$ cat src/rtl/seq6_state_ctrl.sv
// seq6_state_ctrl: registered six-state w-driven sequencer with handshake, loads, entry counter and sticky error
module seq6_state_ctrl #(
   parameter int CNT_W = 8
) (
   input  logic             clk,
   input  logic             reset,
   input  logic             w_valid,
   input  logic             w,
   output logic             w_ready,
   input  logic             enable,
   input  logic             load_en,
   input  logic [2:0]       load_state,
   input  logic             count_clr,
   output logic [2:0]       state,
   output logic             z,
   output logic             hit_pulse,
   output logic [CNT_W-1:0] hit_count,
   output logic             err
);
   typedef enum logic [2:0] {
      S_A = 3'b000,
      S_B = 3'b001,
      S_C = 3'b010,
      S_D = 3'b011,
      S_E = 3'b100,
      S_F = 3'b101
   } state_t;

   state_t cur, nxt;
   logic xfer, load_bad, entry;

   // next state from load or accepted sample; entry flags C/D moving into E/F
   always_comb begin
      w_ready  = enable & ~load_en;
      xfer     = w_valid & w_ready;
      load_bad = load_state[2] & load_state[1];
      entry    = xfer & ~w & (cur == S_C || cur == S_D);
      nxt      = cur;
      if (load_en)
         nxt = load_bad ? S_A : state_t'(load_state);
      else if (xfer)
         case (cur)
            S_A:     nxt = w ? S_A : S_B;
            S_B:     nxt = w ? S_D : S_C;
            S_C:     nxt = w ? S_D : S_E;
            S_D:     nxt = w ? S_A : S_F;
            S_E:     nxt = w ? S_D : S_E;
            S_F:     nxt = w ? S_D : S_C;
            default: nxt = S_A;
         endcase
   end

   // state register, entry pulse, saturating entry counter and sticky error
   always_ff @(posedge clk) begin
      if (reset) begin
         cur       <= S_A;
         hit_pulse <= 1'b0;
         hit_count <= '0;
         err       <= 1'b0;
      end else begin
         cur       <= nxt;
         hit_pulse <= entry;
         if (count_clr)
            hit_count <= '0;
         else if (entry && hit_count != '1)
            hit_count <= hit_count + 1'b1;
         if (load_en && load_bad)
            err <= 1'b1;
      end
   end

   assign state = cur;
   assign z     = (cur == S_E) || (cur == S_F);
endmodule
$ cat config.mk
export PLATFORM = sky130hd
export DESIGN_NAME = seq6_state_ctrl
export DESIGN_NICKNAME = d
export VERILOG_FILES = /design/src/rtl/seq6_state_ctrl.sv
export SDC_FILE = /design/constraint.sdc
export NUM_CORES = 1
export LEC_CHECK = 0
export BUFFER_PORTS_ARGS = -buffer_cell sky130_fd_sc_hd__buf_2
export CAP_MARGIN = 20
export CORE_MARGIN = 3
export CORE_UTILIZATION = 51
export DETAILED_ROUTE_END_ITERATION = 10
export PLACE_DENSITY_LB_ADDON = 0.15
export REMOVE_ABC_BUFFERS = 1
export SLEW_MARGIN = 20
export SYNTH_ARGS = -nofsm -noshare
export SYNTH_HDL_FRONTEND = slang
export SYNTH_SLANG_ARGS = --single-unit
$ cat constraint.sdc
create_clock -name clk -period 2.77 [get_ports clk]
set_input_delay 0.554 -clock clk [delete_from_list [all_inputs] [get_ports clk]]
set_output_delay 0.554 -clock clk [all_outputs]
set_load 0.05 [all_outputs]
==> impl_results.md, run 1 <==
* Post-Synthesis Cell Area at 751 sq um
* Crit Path Class: reg -> out
* Number of optimization iterations in the first detailed-route pass at 4
* Max Transition Viols Final at 0
* Power Dens Cells at 409 mW/mm^2
* Fin Clk Skew at 0.00813 ns
* FF+latch count, synth at 13
* Estimated wirelength of the detail-placed design at 1.27 mm
* Setup repair after global routing missed its margin: no
* Number of sinks handled by clock tree synthesis at 13
* Chip Height at 44.4 microns
* Worst r2r dst: hit_count[7]$_SDFFE_PP0P_
* Skew-Pair Late Insertion Delay at 0.27 ns
* Run status: finished, final reports clean
* Vias in the first global route at 636
* Wire length of the first global-routing pass at 2.74 mm
* Worst Setup Slack post-DPL at 0.870 ns
* Overall Global Routing Usage at 0.190
* Quantity of gates resized following cts at 0
* Number of instances in the placed design at 128
* Total Power Consumption at 368 uW
* Number of primary I/O pins at 25
* Sequential element share of the synthesized area at 0.347
* Mean instance size in the synthesized netlist at 8.25 sq um
* Primary flip-flop cell chosen by synthesis mapping: sky130_fd_sc_hd__dfxtp_1
* Slew margin rel. at 0.781
* Worst setup slack for register-to-register paths at 1.18 ns
* TritonCTS clock tree: yes
* Maximum number of pins on one net before global-route repair at 12
* Area growth, synth to finish at 20.0%
* Number of enable flip-flop cells after synthesis at 0
* Worst min path class: reg -> reg
* Setup Viol. Count Final at 0
* Minimum setup slack in the final design at 1.02 ns
* Leakage power figure at 0.398 nW
* Root buffer selected by CTS: sky130_fd_sc_hd__clkbuf_4
* Ratio of routed vias to standard cells at 5.89
* Final Hold Vio Count at 0
* Number of nets in the layout at 129
* Die outline area at 0.00197 sq mm
* Grt ovf at 0
* Level count of the clock H-tree at 1
* Number of fillers in the final layout at 135
* TritonCTS Buffers at 3
* Port Buf Inserts at 24
* Part of the cycle the worst path needs at 0.632
* Netlist cell types at 36
* Instance count along the most critical hold path at 2
* Number of buffers inserted to repair setup after CTS at 0
* Endpoint of the worst hold-timing path: err$_SDFFE_PP0P_
* Async S/R FF share, synth at 0
* Clock period minus worst slack at 1.75 ns
* Top fanout value on the critical path at 8
* Total of hold buffers inserted after clock tree synthesis at 0
* Area of the core region at 0.00133 sq mm
* WP data arrival at 1.20 ns
* Drt first-iter violations at 22
* Layout cells sized above 1 at 0.265
* Reg-to-Reg Start: hit_count[0]$_SDFFE_PP0P_
* Detailed-route wire length per cell at 12.5 microns
* Initial antenna violation count at 0
* Maximum VDD drop at 0.279 mV
* Total length of routed wires at 1.66 mm
* Remaining number of nets flagged by the antenna check after routing at 0
* Floorplan die width at 44.4 microns
* Register clock-pin slew on the reported worst setup and hold paths at 0.08 ns
* Non-filler cells, final at 132
* Antenna cells at 0
* Total Negative Setup Slacks at 0 ns
* Number of placement rows at 13
* Crit path required time at 2.22 ns
* Initial core utilization at 0.563
* Number of standard cells after synthesis at 91
* Fmax at 571 MHz
* Transition at the pin with the smallest max-transition slack at 0.321 ns
* DRC at 0
* Worst r2r path cells at 4
* Max-cap violation count at 0
* Utilization after layout at 0.675
* Total number of vias at 777
* Maximum root-to-sink buffer count at 2
* Synthesis warning total at 0
* Hold path startpoint: err$_SDFFE_PP0P_
* Critical path endpoint category: primary output
* Type of element launching the critical path: flop
* RePlAce Congestion at 0.834
## through the flow
| step | hold slack (ns) | area (sq um) |
|---|---|---|
| after floorplan | 0.623 | 736 |
| after global placement | 0.452 | 875 |
| after detailed placement | 0.459 | 875 |
| after CTS | 0.481 | 901 |
| after global routing | 0.535 | 901 |
| final | 0.471 | 901 |
## state kept, by name (all words and copies together), names as in the netlist
signal and cells:
err 1, hit_count 8, hit_pulse 1, state 3
## worst max-delay path: stages (launching register included)
cell and delay (ns):
sky130_fd_sc_hd__dfxtp_1 0.45, sky130_fd_sc_hd__nor2b_1 0.19, sky130_fd_sc_hd__buf_2 0.28
## cell usage after synthesis, types with 2 or more instances
cell,number,area [sq um]
sky130_fd_sc_hd__dfxtp_1,13,260
sky130_fd_sc_hd__a21oi_1,10,50.1
sky130_fd_sc_hd__nor2_1,6,22.5
sky130_fd_sc_hd__nand2_1,5,18.8
sky130_fd_sc_hd__nand3_1,5,25.0
sky130_fd_sc_hd__o21ai_0,5,25.0
sky130_fd_sc_hd__inv_1,4,15.0
sky130_fd_sc_hd__a31oi_1,3,18.8
sky130_fd_sc_hd__nand3b_1,3,22.5
sky130_fd_sc_hd__o31ai_1,3,22.5
sky130_fd_sc_hd__and2_1,2,12.5
sky130_fd_sc_hd__and3_1,2,12.5
sky130_fd_sc_hd__and4_1,2,17.5
sky130_fd_sc_hd__mux2i_1,2,20.0
sky130_fd_sc_hd__nand4_1,2,12.5
sky130_fd_sc_hd__nor2b_1,2,12.5
sky130_fd_sc_hd__or3_1,2,12.5
sky130_fd_sc_hd__or4_1,2,15.0
## layer usage
metal / GRT usage / vias to the layer above / wire (microns)
met5: 0 / - / 0
met4: 0.108 / 0 / 36
met3: 0.0366 / 6 / 124
met2: 0.265 / 31 / 672
met1: 0.272 / 343 / 822
li1: - / 397 / -
## cell usage in the layout (no fill, tap or decap)
| cell | synthesis | routed |
|---|---|---|
| sky130_fd_sc_hd__a2111oi_0 | 1 | 1 |
| sky130_fd_sc_hd__a21oi_1 | 10 | 10 |
| sky130_fd_sc_hd__a311oi_1 | 1 | 1 |
| sky130_fd_sc_hd__a31oi_1 | 3 | 3 |
| sky130_fd_sc_hd__a41o_1 | 1 | 1 |
| sky130_fd_sc_hd__a41oi_1 | 1 | 1 |
| sky130_fd_sc_hd__and2_1 | 2 | 2 |
| sky130_fd_sc_hd__and2b_1 | 1 | 1 |
| sky130_fd_sc_hd__and3_1 | 2 | 2 |
| sky130_fd_sc_hd__and3_4 | 1 | 1 |
| sky130_fd_sc_hd__and4_1 | 2 | 2 |
| sky130_fd_sc_hd__and4bb_2 | 1 | 1 |
| sky130_fd_sc_hd__buf_2 | 0 | 24 |
| sky130_fd_sc_hd__clkbuf_1 | 1 | 1 |
| sky130_fd_sc_hd__clkbuf_4 | 0 | 3 |
| sky130_fd_sc_hd__dfxtp_1 | 13 | 13 |
| sky130_fd_sc_hd__ha_1 | 1 | 1 |
| sky130_fd_sc_hd__inv_1 | 4 | 4 |
| sky130_fd_sc_hd__mux2i_1 | 2 | 2 |
| sky130_fd_sc_hd__nand2_1 | 5 | 5 |
| sky130_fd_sc_hd__nand2_4 | 1 | 1 |
| sky130_fd_sc_hd__nand2b_1 | 1 | 1 |
| sky130_fd_sc_hd__nand3_1 | 5 | 5 |
| sky130_fd_sc_hd__nand3b_1 | 3 | 3 |
| sky130_fd_sc_hd__nand4_1 | 2 | 2 |
| sky130_fd_sc_hd__nor2_1 | 6 | 6 |
| sky130_fd_sc_hd__nor2b_1 | 2 | 2 |
| sky130_fd_sc_hd__nor3_1 | 1 | 1 |
| sky130_fd_sc_hd__o21ai_0 | 5 | 5 |
| sky130_fd_sc_hd__o311ai_0 | 1 | 1 |
| sky130_fd_sc_hd__o31ai_1 | 3 | 3 |
| sky130_fd_sc_hd__or2_0 | 1 | 1 |
| sky130_fd_sc_hd__or2_2 | 1 | 1 |
| sky130_fd_sc_hd__or2b_1 | 1 | 1 |
| sky130_fd_sc_hd__or3_1 | 2 | 2 |
| sky130_fd_sc_hd__or3b_1 | 1 | 1 |
| sky130_fd_sc_hd__or4_1 | 2 | 2 |
## power by group
part	switching, mW	internal [mW]
Clock	0.0581	0.0558
Sequential	0.00463	0.190
Combinational	0.0397	0.0199
Total	0.102	0.266
## area by class of cell
type,count,area [sq um],area share
Clock buffer,4,26.3,0.0292
Inverter,4,15.0,0.0167
Multi-Input combinational cell,72,460,0.511
Sequential cell,13,260,0.289
Tap cell,15,18.8,0.0208
Timing Repair Buffer,24,120,0.133
## cell families (layout without fill, tap and decap cells)
kind of cell | count (synthesis) | after routing | share of synthesized area
AO/OA/AOI/OAI | 26 | 26 | 0.215
adder cells (fa/ha/maj) | 1 | 1 | 0.0167
buffers and inverters | 6 | 32 | 0.0400
flip-flops | 13 | 13 | 0.347
multiplexers | 2 | 2 | 0.0267
AND/OR/NAND/NOR | 43 | 43 | 0.355
## worst max-delay path by stage
| stage | to | slack, ns | start | depth (start not counted) |
|---|---|---|---|---|
| floorplan | z | 0.71 | state[2]$_SDFFE_PP0P_ | 1 |
| global placement | hit_count[5]$_SDFFE_PP0P_ | 0.92 | load_en | 5 |
| detailed placement | hit_count[7]$_SDFFE_PP0P_ | 0.87 | load_en | 5 |
| CTS | z | 1.02 | state[2]$_SDFFE_PP0P_ | 2 |
| global route | z | 0.97 | state[2]$_SDFFE_PP0P_ | 2 |
| finish | z | 1.02 | state[2]$_SDFFE_PP0P_ | 2 |
No activity file was read; power rests on OpenSTA's default activity.
==> inputs of run 2 (changes only) <==
--- a/config.mk
+++ b/config.mk
@@ -5,10 +5,11 @@
 export SDC_FILE = /design/constraint.sdc
 export NUM_CORES = 1
 export LEC_CHECK = 0
+export ABC_AREA = 1
 export BUFFER_PORTS_ARGS = -buffer_cell sky130_fd_sc_hd__buf_2
 export CAP_MARGIN = 20
 export CORE_MARGIN = 3
-export CORE_UTILIZATION = 51
+export CORE_UTILIZATION = 49
 export DETAILED_ROUTE_END_ITERATION = 10
 export PLACE_DENSITY_LB_ADDON = 0.15
 export REMOVE_ABC_BUFFERS = 1
==> constraint.sdc (replaced) <==
create_clock -name clk -period 1.7 [get_ports clk]
set_input_delay 0.34 -clock clk [delete_from_list [all_inputs] [get_ports clk]]
set_output_delay 0.34 -clock clk [all_outputs]
set_load 0.05 [all_outputs]
==> run 2 against run 1 <==
Clock power increased by 68%. Highest routed layer unchanged. Worst setup slack got worse by 0.80 ns. Largest cell class unchanged. Flip-flop and latch count unchanged. Synthesized cell count increased by 36%. Sequential share of layout area decreased by 1.9 points. Via count increased by 8.6%. Clock skew decreased by 0.0064 ns. Hold slack got worse by 0.17 ns. Wire length increased by 4.7%. Core utilization decreased by 4.2 points. Largest power group unchanged.
==> impl_results.md, run 2 <==
* Total length of routed wires at 1.73 mm (was 1.66 mm)
* Power Dens Cells at 647 mW/mm^2 (was 409 mW/mm^2)
* Biggest register: hit_count (unchanged)
* Worst r2r path cells at 8 (was 4)
* Setup repair after global routing missed its margin: no (unchanged)
* Top fanout value on the critical path at 6 (was 8)
* Skew-Pair Late Insertion Delay at 0.27 ns (about the same)
* Async S/R FF share, synth at 0 (unchanged)
* Overall Global Routing Usage at 0.175 (was 0.190)
* Grt ovf at 0 (unchanged)
* Maximum number of pins on one net before global-route repair at 9 (was 12)
* Internal at 431 uW (was 266 uW)
* Commonest cells after routing, fill and taps aside: sky130_fd_sc_hd__nand2_1, sky130_fd_sc_hd__buf_2, sky130_fd_sc_hd__inv_1, sky130_fd_sc_hd__nor2_1, sky130_fd_sc_hd__dfxtp_1 (was sky130_fd_sc_hd__buf_2, sky130_fd_sc_hd__dfxtp_1, sky130_fd_sc_hd__a21oi_1, sky130_fd_sc_hd__nor2_1)
* Level count of the clock H-tree at 1 (unchanged)
* Fmax at 676 MHz
* Layout cells sized above 1 at 0.252 (was 0.265)
* Wire length of the first global-routing pass at 2.75 mm (was 2.74 mm)
* Number of fillers in the final layout at 150 (was 135)
* Sequential element share of the synthesized area at 0.321 (was 0.347)
* Transition at the pin with the smallest max-transition slack at 0.255 ns (was 0.321 ns)
* Number of standard cells after synthesis at 124 (was 91)
* Biggest area consumer among synthesized cells: sky130_fd_sc_hd__dfxtp_1 (unchanged)
* Combinational power share at 0.183 (was 0.162)
* Number of sinks handled by clock tree synthesis at 13 (unchanged)
* FF+latch count, synth at 13 (unchanged)
* Final Instance Area at 966 sq um (was 901 sq um)
* Fraction of post-synthesis cell area in the top cell type by area at 0.321 (was 0.347)
* Area of the core region at 0.00152 sq mm (was 0.00133 sq mm)
* Initial core utilization at 0.531 (was 0.563)
* Simple-gate share of the synthesized area at 0.416 (was 0.355)
* Antenna cells at 0 (unchanged)
* TritonCTS Buffers at 3 (unchanged)
* Type of element launching the critical path: flop (unchanged)
* Worst min path class: in -> reg (was reg -> reg)
* Dominant cell by count in the synthesized netlist: sky130_fd_sc_hd__nand2_1 (was sky130_fd_sc_hd__dfxtp_1)
* Portion of total power attributed to sequential cells at 0.512 (was 0.529)
* Fin Hold WS at 0.303 ns (was 0.471 ns)
* Clock network fraction of total power at 0.305 (was 0.309)
* Number of placement rows at 14 (was 13)
* Number of buffers inserted to repair setup after CTS at 0 (unchanged)
* Maximum root-to-sink buffer count at 2 (unchanged)
* Mean instance size in the synthesized netlist at 6.53 sq um (was 8.25 sq um)
* Vias in the first global route at 656 (was 636)
* Detailed-route wire length per cell at 10.4 microns (was 12.5 microns)
* Chip Height at 46.6 microns (was 44.4 microns)
* Slew margin rel. at 0.831 (was 0.781)
* Number of optimization iterations in the first detailed-route pass at 4 (unchanged)
* Port Buf Inserts at 24 (unchanged)
* DRC at 0 (unchanged)
* Most common cell after layout, fill and taps aside: sky130_fd_sc_hd__nand2_1 (was sky130_fd_sc_hd__buf_2)
* Total Power Consumption at 625 uW (was 368 uW)
* Leakage power figure at 0.475 nW (was 0.398 nW)
* Register clock-pin slew on the reported worst setup and hold paths at 0.08 ns (about the same)
* Post-DP Area at 938 sq um (was 875 sq um)
* Post-Synthesis Cell Area at 810 sq um (was 751 sq um)
* Root buffer selected by CTS: sky130_fd_sc_hd__clkbuf_4 (unchanged)
* Number of enable flip-flop cells after synthesis at 0 (unchanged)
* Drt first-iter violations at 24 (was 22)
* Maximum VDD drop at 0.645 mV (was 0.279 mV)
* TritonCTS clock tree: yes (unchanged)
* Fin Clk Skew at 0.00174 ns (was 0.00813 ns)
* Setup Viol. Count Final at 0 (unchanged)
* Critical path endpoint category: primary output (unchanged)
* Crit path required time at 1.36 ns (was 2.22 ns)
* Quantity of gates resized following cts at 0 (unchanged)
* Number of nets in the layout at 163 (was 129)
* Final Hold Vio Count at 0 (unchanged)
* Floorplan die width at 46.6 microns (was 44.4 microns)
* Ratio of routed vias to standard cells at 5.05 (was 5.89)
* Die outline area at 0.00218 sq mm (was 0.00197 sq mm)
* Total of hold buffers inserted after clock tree synthesis at 0 (unchanged)
* Run status: finished, final reports clean (unchanged)
* Remaining number of nets flagged by the antenna check after routing at 0 (unchanged)
* Area growth, synth to finish at 19.3% (was 20.0%)
* Estimated wirelength of the detail-placed design at 1.39 mm (was 1.27 mm)
* Total number of vias at 844 (was 777)
* Share of the synthesized area in compound gates (AO/OA/AOI/OAI) at 0.108 (was 0.215)
* Synthesis warning total at 0 (unchanged)
* Largest family of logic cells by synthesized area: simple AND/OR/NAND/NOR gates (unchanged)
* Part of the cycle the worst path needs at 0.870
* Fraction of the mapped netlist area in adder cells at 0.0155 (was 0.0167)
* Cells taking the most area after synthesis: sky130_fd_sc_hd__dfxtp_1, sky130_fd_sc_hd__nand2_1, sky130_fd_sc_hd__a21oi_1 (was sky130_fd_sc_hd__dfxtp_1, sky130_fd_sc_hd__a21oi_1, sky130_fd_sc_hd__nand3_1)
* Flip-flop count of the largest register, all copies and words added at 8 (unchanged)
* WP data arrival at 1.14 ns (was 1.20 ns)
* Clock period minus worst slack at 1.48 ns
* Post-Synth XOR/XNOR Area at 0.0325 (was 0)
* Switching Share at 0.311 (was 0.278)
* Sw power at 194 uW (was 102 uW)
* Number of primary I/O pins at 25 (unchanged)
* Instance count along the most critical hold path at 2 (unchanged)
* Primary flip-flop cell chosen by synthesis mapping: sky130_fd_sc_hd__dfxtp_1 (unchanged)
* Leading post-synthesis cells by instance count: sky130_fd_sc_hd__nand2_1, sky130_fd_sc_hd__inv_1, sky130_fd_sc_hd__dfxtp_1, sky130_fd_sc_hd__nor2_1, sky130_fd_sc_hd__a21oi_1 (was sky130_fd_sc_hd__dfxtp_1, sky130_fd_sc_hd__a21oi_1, sky130_fd_sc_hd__nor2_1)
* Max Transition Viols Final at 0 (unchanged)
* Multiplexer share of the synthesized area at 0 (was 0.0267)
* Utilization after layout at 0.634 (was 0.675)
* Total Negative Setup Slacks at 0 ns (unchanged)
* RePlAce Congestion at 0.822 (was 0.834)
* Initial antenna violation count at 0 (unchanged)
* Netlist cell types at 22 (was 36)
* Max-cap violation count at 0 (unchanged)
* Crit Path Class: reg -> out (unchanged)
## run 2: critical path, stage by stage, from the launching register on
cell,delay (ns)
sky130_fd_sc_hd__dfxtp_1,0.44
sky130_fd_sc_hd__inv_1,0.10
sky130_fd_sc_hd__nand2_1,0.09
sky130_fd_sc_hd__inv_1,0.04
sky130_fd_sc_hd__buf_2,0.20
## run 2: worst paths after layout
kind / startpoint / to / slack (ns)
max: state[1]$_SDFFE_PP0P_ / z / 0.22
min: reset / state[2]$_SDFFE_PP0P_ / 0.30
max reg2reg: hit_count[0]$_SDFFE_PP0P_ / hit_count[0]$_SDFFE_PP0P_ / 0.33
min reg2reg: err$_SDFFE_PP0P_ / err$_SDFFE_PP0P_ / 0.45
## run 2: power groups by stage
stage / clock network [mW] / logic [mW] / registers, mW
6_report: 0.191 / 0.114 / 0.320
3_3_place_gp: 0 / 0.112 / 0.327
5_1_grt: 0.216 / 0.126 / 0.321
3_5_place_dp: 0 / 0.114 / 0.327
2_1_floorplan: 0 / 0.0535 / 0.350
4_1_cts: 0.201 / 0.114 / 0.320
## run 2: routing by layer
| metal | up-vias | global-route usage | part of all wire | routed length (microns) |
|---|---|---|---|---|
| met1 | 373 | 0.262 | 0.50 | 872 |
| met4 | 0 | 0.0387 | 0.0092 | 16 |
| met5 | - | 0 | 0 | 0 |
| met3 | 2 | 0.0664 | 0.069 | 119 |
| met2 | 25 | 0.234 | 0.42 | 726 |
| li1 | 444 | - | - | - |
## run 2: final cells by class
class | count | area, sq um | area share
clock buffer | 3 | 22.5 | 0.0233
clock inverter | 1 | 5.00 | 0.00518
multi-input combinational | 92 | 463 | 0.479
timing repair buffer | 24 | 120 | 0.124
inverter | 18 | 75.1 | 0.0777
tap | 16 | 20.0 | 0.0207
sequential | 13 | 260 | 0.269
## run 2: stage by stage
| step | instances | setup WS [ns] |
|---|---|---|
| 4_1_cts | 167 | 0.220 |
| 3_3_place_gp | 163 | 0.400 |
| 6_report | 167 | 0.220 |
| 5_1_grt | 167 | 0.128 |
| 3_5_place_dp | 163 | 0.354 |
| 2_1_floorplan | 123 | 0.0623 |
## run 2: cell families (layout without fill, tap and decap cells)
kind of cell               count (synthesis)  after routing
buffers and inverters                     19             46
and+or+nand+nor                           71             71
AOI/OAI and AO/OA                         17             17
xor gates and xnor gates                   3              3
DFF                                       13             13
adders and majority gates                  1              1
